==> config.mk <==
export PLATFORM = sky130hd
export DESIGN_NAME = stopwatch_controller
export DESIGN_NICKNAME = d
export VERILOG_FILES = /design/src/rtl/stopwatch_pkg.sv /design/src/rtl/stopwatch_controller_tick_prescaler.sv /design/src/rtl/stopwatch_controller.sv
export SDC_FILE = /design/constraint.sdc
export NUM_CORES = 1
export LEC_CHECK = 0
export BUFFER_PORTS_ARGS = -buffer_cell sky130_fd_sc_hd__buf_2
export CORE_ASPECT_RATIO = 1.4
export CORE_UTILIZATION = 35
export DETAILED_ROUTE_END_ITERATION = 7
export PLACE_DENSITY = 0.57
export SLEW_MARGIN = 20
export SYNTH_ARGS = -nofsm -noshare
export SYNTH_HDL_FRONTEND = slang
export SYNTH_HIERARCHICAL = 1
export SYNTH_SLANG_ARGS = --single-unit
==> constraint.sdc <==
create_clock -name clk -period 4.55 [get_ports clk]
set_clock_uncertainty 0.2 [all_clocks]
set_input_delay 0.91 -clock clk [delete_from_list [all_inputs] [get_ports clk]]
set_output_delay 0.91 -clock clk [all_outputs]
set_load 0.005 [all_outputs]
==> src/rtl/stopwatch_pkg.sv <==
// Shared types and limits for the stopwatch controller: FSM state encoding,
// command decoding and the seconds/minutes display limits.
package stopwatch_pkg;

  typedef enum logic [1:0] {
    ST_IDLE    = 2'd0,
    ST_RUNNING = 2'd1,
    ST_PAUSED  = 2'd2,
    ST_MAXED   = 2'd3
  } sw_state_e;

  typedef enum logic [1:0] {
    CMD_NONE,
    CMD_START,
    CMD_STOP,
    CMD_RESET
  } sw_cmd_e;

  localparam logic [5:0] SEC_MAX = 6'd59;
  localparam logic [7:0] MIN_MAX = 8'd99;

  // Only the highest-priority pulse is considered; if it is illegal in the
  // current state the lower-priority ones do not get a second chance.
  function automatic sw_cmd_e decode_cmd(input logic start_cmd,
                                         input logic stop_cmd,
                                         input logic reset_cmd);
    if (reset_cmd) return CMD_RESET;
    if (stop_cmd)  return CMD_STOP;
    if (start_cmd) return CMD_START;
    return CMD_NONE;
  endfunction

endpackage

==> src/rtl/stopwatch_controller_tick_prescaler.sv <==
// One-second timebase: counts run cycles 0..TICKS_PER_SEC-1 and flags the
// terminal count; holds its value while run is low so pauses lose nothing.
module tick_prescaler #(
  parameter int TICKS_PER_SEC = 50_000_000
) (
  input  logic clk,
  input  logic rst_n,
  input  logic run,
  input  logic clr,
  output logic tick
);

  localparam int CNT_W = (TICKS_PER_SEC > 1) ? $clog2(TICKS_PER_SEC) : 1;
  localparam logic [CNT_W-1:0] TERMINAL = CNT_W'(TICKS_PER_SEC - 1);

  logic [CNT_W-1:0] cnt_q, cnt_d;

  always_comb begin
    // NOTE: every variable gets its default before any branch, so no latch is inferred.
    cnt_d = cnt_q;
    if (clr) begin
      cnt_d = '0;
    end else if (run) begin
      cnt_d = (cnt_q == TERMINAL) ? '0 : cnt_q + CNT_W'(1);
    end
  end

  // NOTE: non-blocking assignments so all flops sample pre-edge values together.
  always_ff @(posedge clk or negedge rst_n) begin
    if (!rst_n) begin
      cnt_q <= '0;
    end else begin
      cnt_q <= cnt_d;
    end
  end

  assign tick = run && (cnt_q == TERMINAL);

endmodule

==> src/rtl/stopwatch_controller.sv <==
// Stopwatch run/pause/clear FSM owning the 0-59 seconds count and driving the
// external minutes counter. Optional lap capture under `STOPWATCH_LAP_EN.
module stopwatch_controller
  import stopwatch_pkg::*;
#(
  parameter int TICKS_PER_SEC = 50_000_000
) (
  input  logic       clk,
  input  logic       rst_n,
`ifdef STOPWATCH_LAP_EN
  input  logic       lap,
  output logic [5:0] lap_seconds,
  output logic [7:0] lap_minutes,
  output logic       lap_valid,
`endif
  input  logic       start,
  input  logic       stop,
  input  logic       reset,
  input  logic [7:0] minutes,
  output logic [5:0] seconds,
  output logic       min_enable,
  output logic       min_clear,
  output logic       running,
  output logic [1:0] state
);

  sw_state_e  state_q, state_d;
  logic [5:0] sec_q, sec_d;
  logic       min_en_q, min_en_d;
  logic       min_clr_q, min_clr_d;
  logic       running_q, running_d;
  logic       presc_clr;
  logic       tick;
  sw_cmd_e    cmd;

  tick_prescaler #(
    .TICKS_PER_SEC(TICKS_PER_SEC)
  ) u_prescaler (
    .clk  (clk),
    .rst_n(rst_n),
    .run  (state_q == ST_RUNNING),
    .clr  (presc_clr),
    .tick (tick)
  );

  assign cmd = decode_cmd(start, stop, reset);

  always_comb begin
    state_d   = state_q;
    sec_d     = sec_q;
    min_en_d  = 1'b0;
    min_clr_d = 1'b0;
    presc_clr = 1'b0;

    if (cmd == CMD_RESET) begin
      state_d   = ST_IDLE;
      sec_d     = '0;
      min_clr_d = 1'b1;
      presc_clr = 1'b1;
    end else begin
      unique case (state_q)
        ST_IDLE: begin
          if (cmd == CMD_START) begin
            state_d   = ST_RUNNING;
            presc_clr = 1'b1;
          end
        end
        ST_RUNNING: begin
          // A tick is applied before a coincident stop takes effect.
          if (tick) begin
            if (sec_q < SEC_MAX) begin
              sec_d = sec_q + 6'd1;
            end else if (minutes < MIN_MAX) begin
              sec_d    = '0;
              min_en_d = 1'b1;
            end else begin
              state_d = ST_MAXED;
            end
          end
          if (cmd == CMD_STOP && state_d == ST_RUNNING) begin
            state_d = ST_PAUSED;
          end
        end
        ST_PAUSED: begin
          if (cmd == CMD_START) begin
            state_d = ST_RUNNING;
          end
        end
        ST_MAXED: begin
          state_d = ST_MAXED;
        end
        default: begin
          state_d = ST_IDLE;
        end
      endcase
    end

    running_d = (state_d == ST_RUNNING);
  end

  always_ff @(posedge clk or negedge rst_n) begin
    if (!rst_n) begin
      state_q   <= ST_IDLE;
      sec_q     <= '0;
      min_en_q  <= 1'b0;
      min_clr_q <= 1'b0;
      running_q <= 1'b0;
    end else begin
      state_q   <= state_d;
      sec_q     <= sec_d;
      min_en_q  <= min_en_d;
      min_clr_q <= min_clr_d;
      running_q <= running_d;
    end
  end

  assign seconds    = sec_q;
  assign min_enable = min_en_q;
  assign min_clear  = min_clr_q;
  assign running    = running_q;
  assign state      = state_q;

`ifdef STOPWATCH_LAP_EN
  logic [5:0] lap_sec_q, lap_sec_d;
  logic [7:0] lap_min_q, lap_min_d;
  logic       lap_valid_q, lap_valid_d;

  always_comb begin
    lap_sec_d   = lap_sec_q;
    lap_min_d   = lap_min_q;
    lap_valid_d = lap_valid_q;
    if (cmd == CMD_RESET) begin
      lap_sec_d   = '0;
      lap_min_d   = '0;
      lap_valid_d = 1'b0;
    end else if (lap && state_q == ST_RUNNING) begin
      lap_sec_d   = sec_q;
      lap_min_d   = minutes;
      lap_valid_d = 1'b1;
    end
  end

  always_ff @(posedge clk or negedge rst_n) begin
    if (!rst_n) begin
      lap_sec_q   <= '0;
      lap_min_q   <= '0;
      lap_valid_q <= 1'b0;
    end else begin
      lap_sec_q   <= lap_sec_d;
      lap_min_q   <= lap_min_d;
      lap_valid_q <= lap_valid_d;
    end
  end

  assign lap_seconds = lap_sec_q;
  assign lap_minutes = lap_min_q;
  assign lap_valid   = lap_valid_q;
`endif

endmodule
## Yosys cells after proc, flatten, opt, wreduce, memory -nomap -nowiden

Index checks and enable logic that the tools add are counted.

| operators by class | value |
|---|---|
| add/sub/neg operators | 2 |
| multiply operators | 0 |
| div/mod/pow operators | 0 |
| order comparisons | 2 |
| equality and inequality tests | 9 |
| shifts and indexed selects | 0 |
| mux-type cells | 38 |
| bitwise logic cells | 0 |
| reduce and logical (&&, ||, !) cells | 9 |

Operators by type and width:

| kind | count |
|---|---|
| 26-bit two-way mux | 3 |
| 6-bit two-way mux | 5 |
| 2-bit two-way mux | 14 |
| 26-bit by 1-bit adder with 26-bit output (second input constant) | 1 |
| 26-bit == test (second input constant) | 1 |
| 1-bit two-way mux | 15 |
| 2-bit by 1-bit == test with 1-bit output (second input constant) | 4 |
| 2-bit == test (second input constant) | 4 |
| 8-bit by 7-bit less-than comparator with 1-bit output (second input constant) | 1 |
| 6-bit by 1-bit adder with 6-bit output (second input constant) | 1 |
| 6-bit less-than comparator (second input constant) | 1 |
| 2-bit one-hot mux with 3 select lines | 1 |
| 2-bit nonzero test | 3 |
| 3-bit AND reduction | 1 |
| 3-bit nonzero test | 1 |
| 1-bit logical AND | 2 |
| 2-bit zero test | 1 |
| 2-bit OR reduction | 1 |

| storage, ports and cells | value |
|---|---|
| bits in registers | 37 |
| latch bits | 0 |
| bits in writable memories | 0 |
| bits in read-only memories | 0 |
| input bits | 13 |
| output and inout bits | 11 |
| memories | 0 |

## Depth between registers and ports, before layout

Gate-level depths: netlist of the first run.

| depth | value |
|---|---|
| word-level depth | 15 |
| depth in mapped cells | 9 |
| depth with buffers taken out | 8 |

## Cells and area by module

Netlist of the first run, hierarchy kept.

By module, submodules not included:

| module | times used | cells an instance | area an instance (um^2) |
|---|---|---|---|
| tick_prescaler | 1 | 173 | 1551.5 |
| stopwatch_controller | 1 | 65 | 626.9 |

## Worst setup path before layout of the first run

Ideal clock, no wire load.

| timing path | value |
|---|---|
| path type | flip-flop to flip-flop |
| start point | reg state_q[0], in the netlist state[0] |
| end point | reg sec_q[2], in the netlist seconds[2] |
| library setup time | 0.078 ns |
| data arrival time | 2.356 ns |
| setup slack | 1.916 ns |
| stages on the path, launching flop included | 10 |
| clock period less this slack | 2.634 ns |
| cells stage by stage | dfrtp_1 > nor2b_1 > clkbuf_1 > inv_1 > nor4_1 > nand3b_1 > clkbuf_1 > nor3b_1 > o21ai_0 > a21oi_1 |

| between the ends | value |
|---|---|
| longest elaborated chain between the ends | 4 |
| elaborated cells between the ends (all ways) | 5 |

Ends and longest elaborated chain:

| what | line | text |
|---|---|---|
| start: declaration | stopwatch_controller.sv:27 | `sw_state_e state_q, state_d;` |
| start signal: assignment | stopwatch_controller.sv:109 | `state_q <= state_d;` |
| 2-bit by 1-bit == test with 1-bit output | stopwatch_controller.sv:41 | `.run (state_q == ST_RUNNING),` |
| 1-bit logical AND | stopwatch_controller_tick_prescaler.sv:37 | `assign tick = run && (cnt_q == TERMINAL);` |
| named net tick | stopwatch_controller.sv:33 | `logic tick;` |
| 2-bit nonzero test (no line) | -- |  |
| 3-bit AND reduction (no line) | -- |  |
| end signal: assignment | stopwatch_controller.sv:104 | `sec_q <= '0;` |
| end signal: assignment | stopwatch_controller.sv:110 | `sec_q <= sec_d;` |
| end: declaration | stopwatch_controller.sv:28 | `logic [5:0] sec_q, sec_d;` |

The timed path passes the listed nets, and every way through them passes these cells.
A chain may end at the register's enable or synchronous reset.

## Worst setup path in the final report of the first run

| timing path | value |
|---|---|
| start point | in stop |
| end point | reg u_prescaler.cnt_q[23] |

| between the ends | value |
|---|---|
| longest elaborated chain between the ends | 10 |
| elaborated cells between the ends (all ways) | 14 |

Ends and longest elaborated chain:

| what | line | text |
|---|---|---|
| start: declaration | stopwatch_controller.sv:17 | `input logic stop,` |
| 2-bit two-way mux | stopwatch_pkg.sv:28 | `if (stop_cmd) return CMD_STOP;` |
| 2-bit two-way mux | stopwatch_pkg.sv:29 | `if (start_cmd) return CMD_START;` |
| 2-bit two-way mux | stopwatch_pkg.sv:30 | `return CMD_NONE;` |
| 2-bit two-way mux (*) | stopwatch_pkg.sv:29 |  |
| 2-bit two-way mux (*) | stopwatch_pkg.sv:28 |  |
| 2-bit by 1-bit == test with 1-bit output | stopwatch_controller.sv:63 | `if (cmd == CMD_START) begin` |
| 1-bit two-way mux | stopwatch_controller.sv:63 |  |
| 1-bit two-way mux | stopwatch_controller.sv:61 | `unique case (state_q)` |
| 1-bit two-way mux (*) | stopwatch_controller.sv:55 | `if (cmd == CMD_RESET) begin` |
| named net presc_clr | stopwatch_controller.sv:32 | `logic presc_clr;` |
| 26-bit two-way mux or 2-bit nonzero test (tied branches) | -- |  |
| end signal: assignment | stopwatch_controller_tick_prescaler.sv:33 | `cnt_q <= cnt_d;` |
| end: declaration | stopwatch_controller_tick_prescaler.sv:16 | `logic [CNT_W-1:0] cnt_q, cnt_d;` |

The timed path passes the listed nets; every way through them passes the cells marked *. The select of a mux whose other input is x is not followed.

==> results.cfg, run 1 <==
[outcome]
run_status = completed

[power_and_ir_drop]
internal_power_mw = 0.452
combPwrFrac = 0.065
ir_drop_v = 0.000115
clock_power_share = 0.369
power.total_mw = 0.599
power.leakage_nw = 0.938
p_sw_mw = 0.147
seqPwrFrac = 0.566
netSwitchingFraction = 0.245
pwr_density_cell_mw_per_mm2 = 247

[critical_path]
crit_type = input pin to register
worst_setup_path_end_kind = register
required_ns = 4.56
cpMaxStageDelayCell = or4_1
slowest_delay_ns = 0.57
startpoint_type = input pin
cp_max_fo = 16
path_cells = buf_2 -> nor2b_1 -> a21o_1 -> o21a_1 -> nand4_4 -> or4_1 -> a21oi_1
arrival_ns = 2.95

[global_routing]
overflow = 0
grt_pass1_wl_um = 8780
grt_start_max_net_pins = 38
first_global_vias = 1914
track_usage = 0.180
antenna_found_initial = 0

[routing]
ant_nets = 0
avgViaCountPerCell = 5.83
route.detailed.drc = 0
first_iter_violations = 84
drt_first_pass_iters = 4
drt_wl_total_um = 5080
vias = 1929
wl_per_cell_um = 15.3

[layout]
stdcell_count = 331
drive_above_1_share = 0.157
fill_cells = 625
syn2layout_area_growth_pct = 11.4
finalInstanceArea_mm2 = 0.00243
antennaDiodeCount = 0
nNetsFinal = 275

[die]
die_h_um = 95.3
core_mm2 = 0.00595
num_io_pins = 24
initial_core_util = 0.366
die_area_mm2 = 0.00655
die_w_um = 68.7
num_rows = 33

[sta]
hold_violations = 0
fmax_mhz = 340
setup_violations = 0
min_period_ns = 2.94
fin_crit_sh = 0.646
tns_ns = 0
relSlewSlack = 0.452
worstMarginPinSlew_ns = 0.822
rsz0062_at_grt = false
worst_slack_ns = 1.61
slew_viol_final = 0

[synth]
synth_edf_count = 0
ys_seq_elements = 37
yosys-top-cells-count = dfrtp_1 (37), a21oi_1 (20), nand2_1 (18)
synthTopCellsByArea = dfrtp_1 (43%), a21oi_1 (4.6%), nand4_1 (3.7%)
synth_top_cell_by_area = dfrtp_1
synth_top_area_share = 0.425
ys_types = 46
syn-instance-count = 238
syn_nets = 253
synth.avg_cell_area_um2 = 9.15
yosysMostFrequentCell = dfrtp_1
yosysSeqAreaShare = 0.425
yosys_warnings = 6
syn_area_mm2 = 0.00218
async_flop_share = 1.00
synth_ff_type = dfrtp_1

[place]
routabilityCongestion = 0.855
dp_hpwl_um = 3620
placedInstanceArea_mm2 = 0.00233
dp_slack_ns = 1.32
portBuffers = 23
dp_cells = 323

[clock_tree]
cts-htree-levels = 2
clock_path_buffers = 2
path_clk_slew_ns = 0.07
clock-root-buffer = clkbuf_8
worstSkewPairLatency_ns = 0.29
cts_tree = built
postCtsSetupRepairBufs = 0
post_cts_resized = 0
cts_hold_buf = 0
clock-sinks = 37
cts_made_buffers = 5

[worst_hold_path]
hp-class = register to register

[job]
max-cap-violations = 0
==> power by group through the flow <==
| stage | clock [mW] | combinational [mW] | sequential (mW) |
|---|---|---|---|
| 3_5_place_dp | 0 | 0.0395 | 0.346 |
| 5_1_grt | 0.243 | 0.0454 | 0.340 |
| 6_report | 0.221 | 0.0387 | 0.339 |
| 2_1_floorplan | 0 | 0.0187 | 0.345 |
| 4_1_cts | 0.231 | 0.0395 | 0.339 |
| 3_3_place_gp | 0 | 0.0393 | 0.346 |
==> through the flow <==
| step | utilization | hold WS (ns) |
|---|---|---|
| after CTS | 0.407 | 0.389 |
| after floorplan | - | 0.324 |
| final | 0.408 | 0.387 |
| after global placement | 0.393 | 0.364 |
| after global routing | 0.408 | 0.415 |
| after detailed placement | 0.393 | 0.373 |
==> layer usage <==
layer  up-vias  wire length, µm  global-route usage
met2        32             2640               0.304
met4         0               64              0.0816
met3         6              108              0.0323
li1        948                -                   -
met5         -                0                   0
met1       943             2270               0.215
==> area by class of cell <==
type,instances,area [µm²],share of cell area
clock buffer,6,72.6,0.0299
inverter,6,22.5,0.00928
multi-input combinational,185,1180,0.485
sequential,37,926,0.382
tap,70,87.6,0.0361
clock inverter,2,10.0,0.00413
timing repair buffer,25,130,0.0536
==> state kept, by name, summed over array words and instances, names as in the netlist <==
register,flops
min_enable,1
state,2
running,1
seconds,6
u_prescaler/cnt_q,26
min_clear,1
==> critical path, delay by kind of cell <==
family / cells / cell delay (ns)
AO/OA/AOI/OAI: 3 / 0.92
buffers and inverters: 1 / 0.12
AND/OR/NAND/NOR: 3 / 0.99
==> placed cells by master (no fill, tap or decap), types with 2 or more instances in the layout <==
master,Yosys,final
a21o_1,2,2
a21oi_2,2,2
a31oi_1,2,2
nor3_1,6,6
or4_1,9,9
xnor2_1,2,2
a211oi_1,3,3
nor2_1,16,16
nand4_1,13,13
nand2_1,18,18
dfrtp_1,37,37
a21oi_1,20,20
nand3_1,14,14
inv_1,6,6
xor2_1,6,6
o31ai_1,9,9
buf_2,1,23
clkinv_2,0,2
and2_1,2,2
buf_4,2,2
ha_1,2,2
and4_1,4,4
o21ai_1,5,5
nor2b_1,4,4
o32ai_1,2,2
nor4_1,6,6
or3_1,7,7
and3_1,6,6
nor4b_1,2,2
clkbuf_8,0,5
o21ai_0,8,8
==> kinds of logic (layout without fill, tap and decap cells) <==
family | Yosys count | in the layout | synth area share
compound gates | 60 | 60 | 0.187
xor+xnor | 8 | 8 | 0.0322
fa+ha+maj | 2 | 2 | 0.0115
buf+inv | 16 | 39 | 0.0385
flops | 37 | 37 | 0.425
simple gates | 115 | 115 | 0.306
==> final timing paths <==
check / start / end / slack, ns / depth (start not counted)
setup / recovery: stop / u_prescaler/cnt_q[23] / 1.61 / 7
hold / removal: u_prescaler/cnt_q[25] / u_prescaler/cnt_q[25] / 0.39 / 2
hold reg to reg: u_prescaler/cnt_q[25] / u_prescaler/cnt_q[25] / 0.39 / 2
max in group asynchronous: rst_n / u_prescaler/cnt_q[22] / 3.11 / 1
setup reg to reg: u_prescaler/cnt_q[0] / seconds[3] / 1.92 / 8
min in group asynchronous: rst_n / min_enable / 0.51 / 1
No activity file was read; power rests on OpenSTA's default activity.
==> inputs of run 2 (changes only) <==
Settings changed: PLACE_DENSITY 0.57 to 0.59.
Clock period 4.55 ns to 2.5 ns, I/O delays scaled along.
==> results.cfg, run 2 (synthesis gave the netlist of run 1 again) <==
[outcome]
run_status = completed

[die]
core_mm2 = 0.00595
initial_core_util = 0.366
num_rows = 33
die_w_um = 68.7
die_area_mm2 = 0.00655
num_io_pins = 24
die_h_um = 95.3

[sta]
rsz0062_at_grt = false
min_period_ns = 2.30
hold_violations = 0
slew_viol_final = 0
whs_ns = 0.113
fmax_mhz = 435
fin_crit_sh = 0.920
setup_violations = 0
tns_ns = 0
relSlewSlack = 0.443
worstMarginPinSlew_ns = 0.836

[critical_path]
crit_type = register to register
ff2ff_setup_slack_ns = 0.20
r2r-end = u_prescaler/cnt_q[24]
startpoint_type = register
path_cells = nor2b_1 -> buf_4 -> o21a_1 -> buf_4 -> nand4_1 -> or4_1 -> a21oi_1
slowest_delay_ns = 0.48
cpMaxStageDelayCell = or4_1
path_common_cell = buf_4
worst_setup_path_end_kind = register
r2r_cells = 7
critical-path-top-delay-family = simple AND/OR/NAND/NOR gates
required_ns = 2.51
crit_buf_inv = 2
arrival_ns = 2.31
r2r-start = state[0]
cp_max_fo = 8

[layout]
nNetsFinal = 290
largest_reg_flops = 26
drive_above_1_share = 0.204
syn2layout_area_growth_pct = 17.0
final_common_cell = dfrtp_1
antennaDiodeCount = 0
top_register = u_prescaler/cnt_q
final_cell_mix = dfrtp_1 (37), buf_2 (23), a21oi_1 (20)

[power_and_ir_drop]
pwr_density_cell_mw_per_mm2 = 439
power.leakage_nw = 1.01
ir_drop_v = 0.000288

[global_routing]
grt_pass1_wl_um = 8560
first_global_vias = 1850
grt_start_max_net_pins = 38
antenna_found_initial = 0
overflow = 0
track_usage = 0.175

[place]
portBuffers = 23
routabilityCongestion = 0.837
dp_hpwl_um = 3760

[routing]
drt_first_pass_iters = 4
ant_nets = 0
vias = 1982
first_iter_violations = 102
route.detailed.drc = 0
avgViaCountPerCell = 5.74
drt_wl_total_um = 5180
wl_per_cell_um = 15.0

[clock_tree]
worstSkewPairLatency_ns = 0.28
path_clk_slew_ns = 0.07
cts_tree = built
clock_path_buffers = 2
cts_made_buffers = 5
clock-root-buffer = clkbuf_8
clock-sinks = 37
cts-htree-levels = 2

[worst_hold_path]
hp-class = input pin to asynchronous set/reset pin

[job]
max-cap-violations = 0
[run 2: how the worst max path moves through the flow]
stage / start / slack (ns) / endpoint / cells past startpoint
global placement: state[0] / 0.11 / seconds[3] / 7
detailed placement: stop / 0.1 / u_prescaler/cnt_q[24] / 8
CTS: u_prescaler/cnt_q[18] / 0.08 / seconds[3] / 7
floorplan: state[0] / 0.09 / seconds[2] / 9
global route: state[0] / 0.05 / u_prescaler/cnt_q[15] / 7
finish: state[0] / 0.20 / u_prescaler/cnt_q[24] / 7
[run 2: through the flow]
stage	power, mW	utilization	std cells	area [µm²]	worst slack (ns)
after floorplan	0.663	-	238	2190	0.0909
after global placement	0.706	0.411	337	2450	0.106
after detailed placement	0.707	0.411	337	2450	0.0951
after CTS	1.13	0.426	344	2530	0.0845
after global routing	1.16	0.429	345	2550	0.0540
final	1.12	0.429	345	2550	0.201
[run 2: layout make-up]
| type | instances | area, µm² |
|---|---|---|
| fill | 601 | 3400 |
| multi-input combinational | 185 | 1180 |
| sequential | 37 | 926 |
| timing repair buffer | 40 | 243 |
| tap | 70 | 87.6 |
| clock buffer | 7 | 86.3 |
| inverter | 6 | 22.5 |
[run 2: worst reg2reg max path: stages, from the launching register on]
cell     delay, ns
dfrtp_1       0.44
nor2b_1       0.26
buf_4         0.20
o21a_1        0.21
buf_4         0.15
nand4_1       0.11
or4_1         0.48
a21oi_1       0.16
[run 2: metal layers]
metal | part of all wire | GRT usage
met1 | 0.44 | 0.204
met5 | 0 | 0
met4 | 0.011 | 0.0521
met3 | 0.026 | 0.0323
met2 | 0.52 | 0.314
[run 2: timing repair]
item / in CTS / in global routing
endpoints found under the setup margin: 0 / 5
resized for setup: 0 / 1
buffers inserted: 0 / 1
hold buffers: 0 / 0
[run 2: report_power, final]
group          switching, mW  internal, mW  leakage, nW
registers             0.0106         0.606        0.512
clock network          0.205         0.219       0.0443
logic                 0.0487        0.0289        0.457
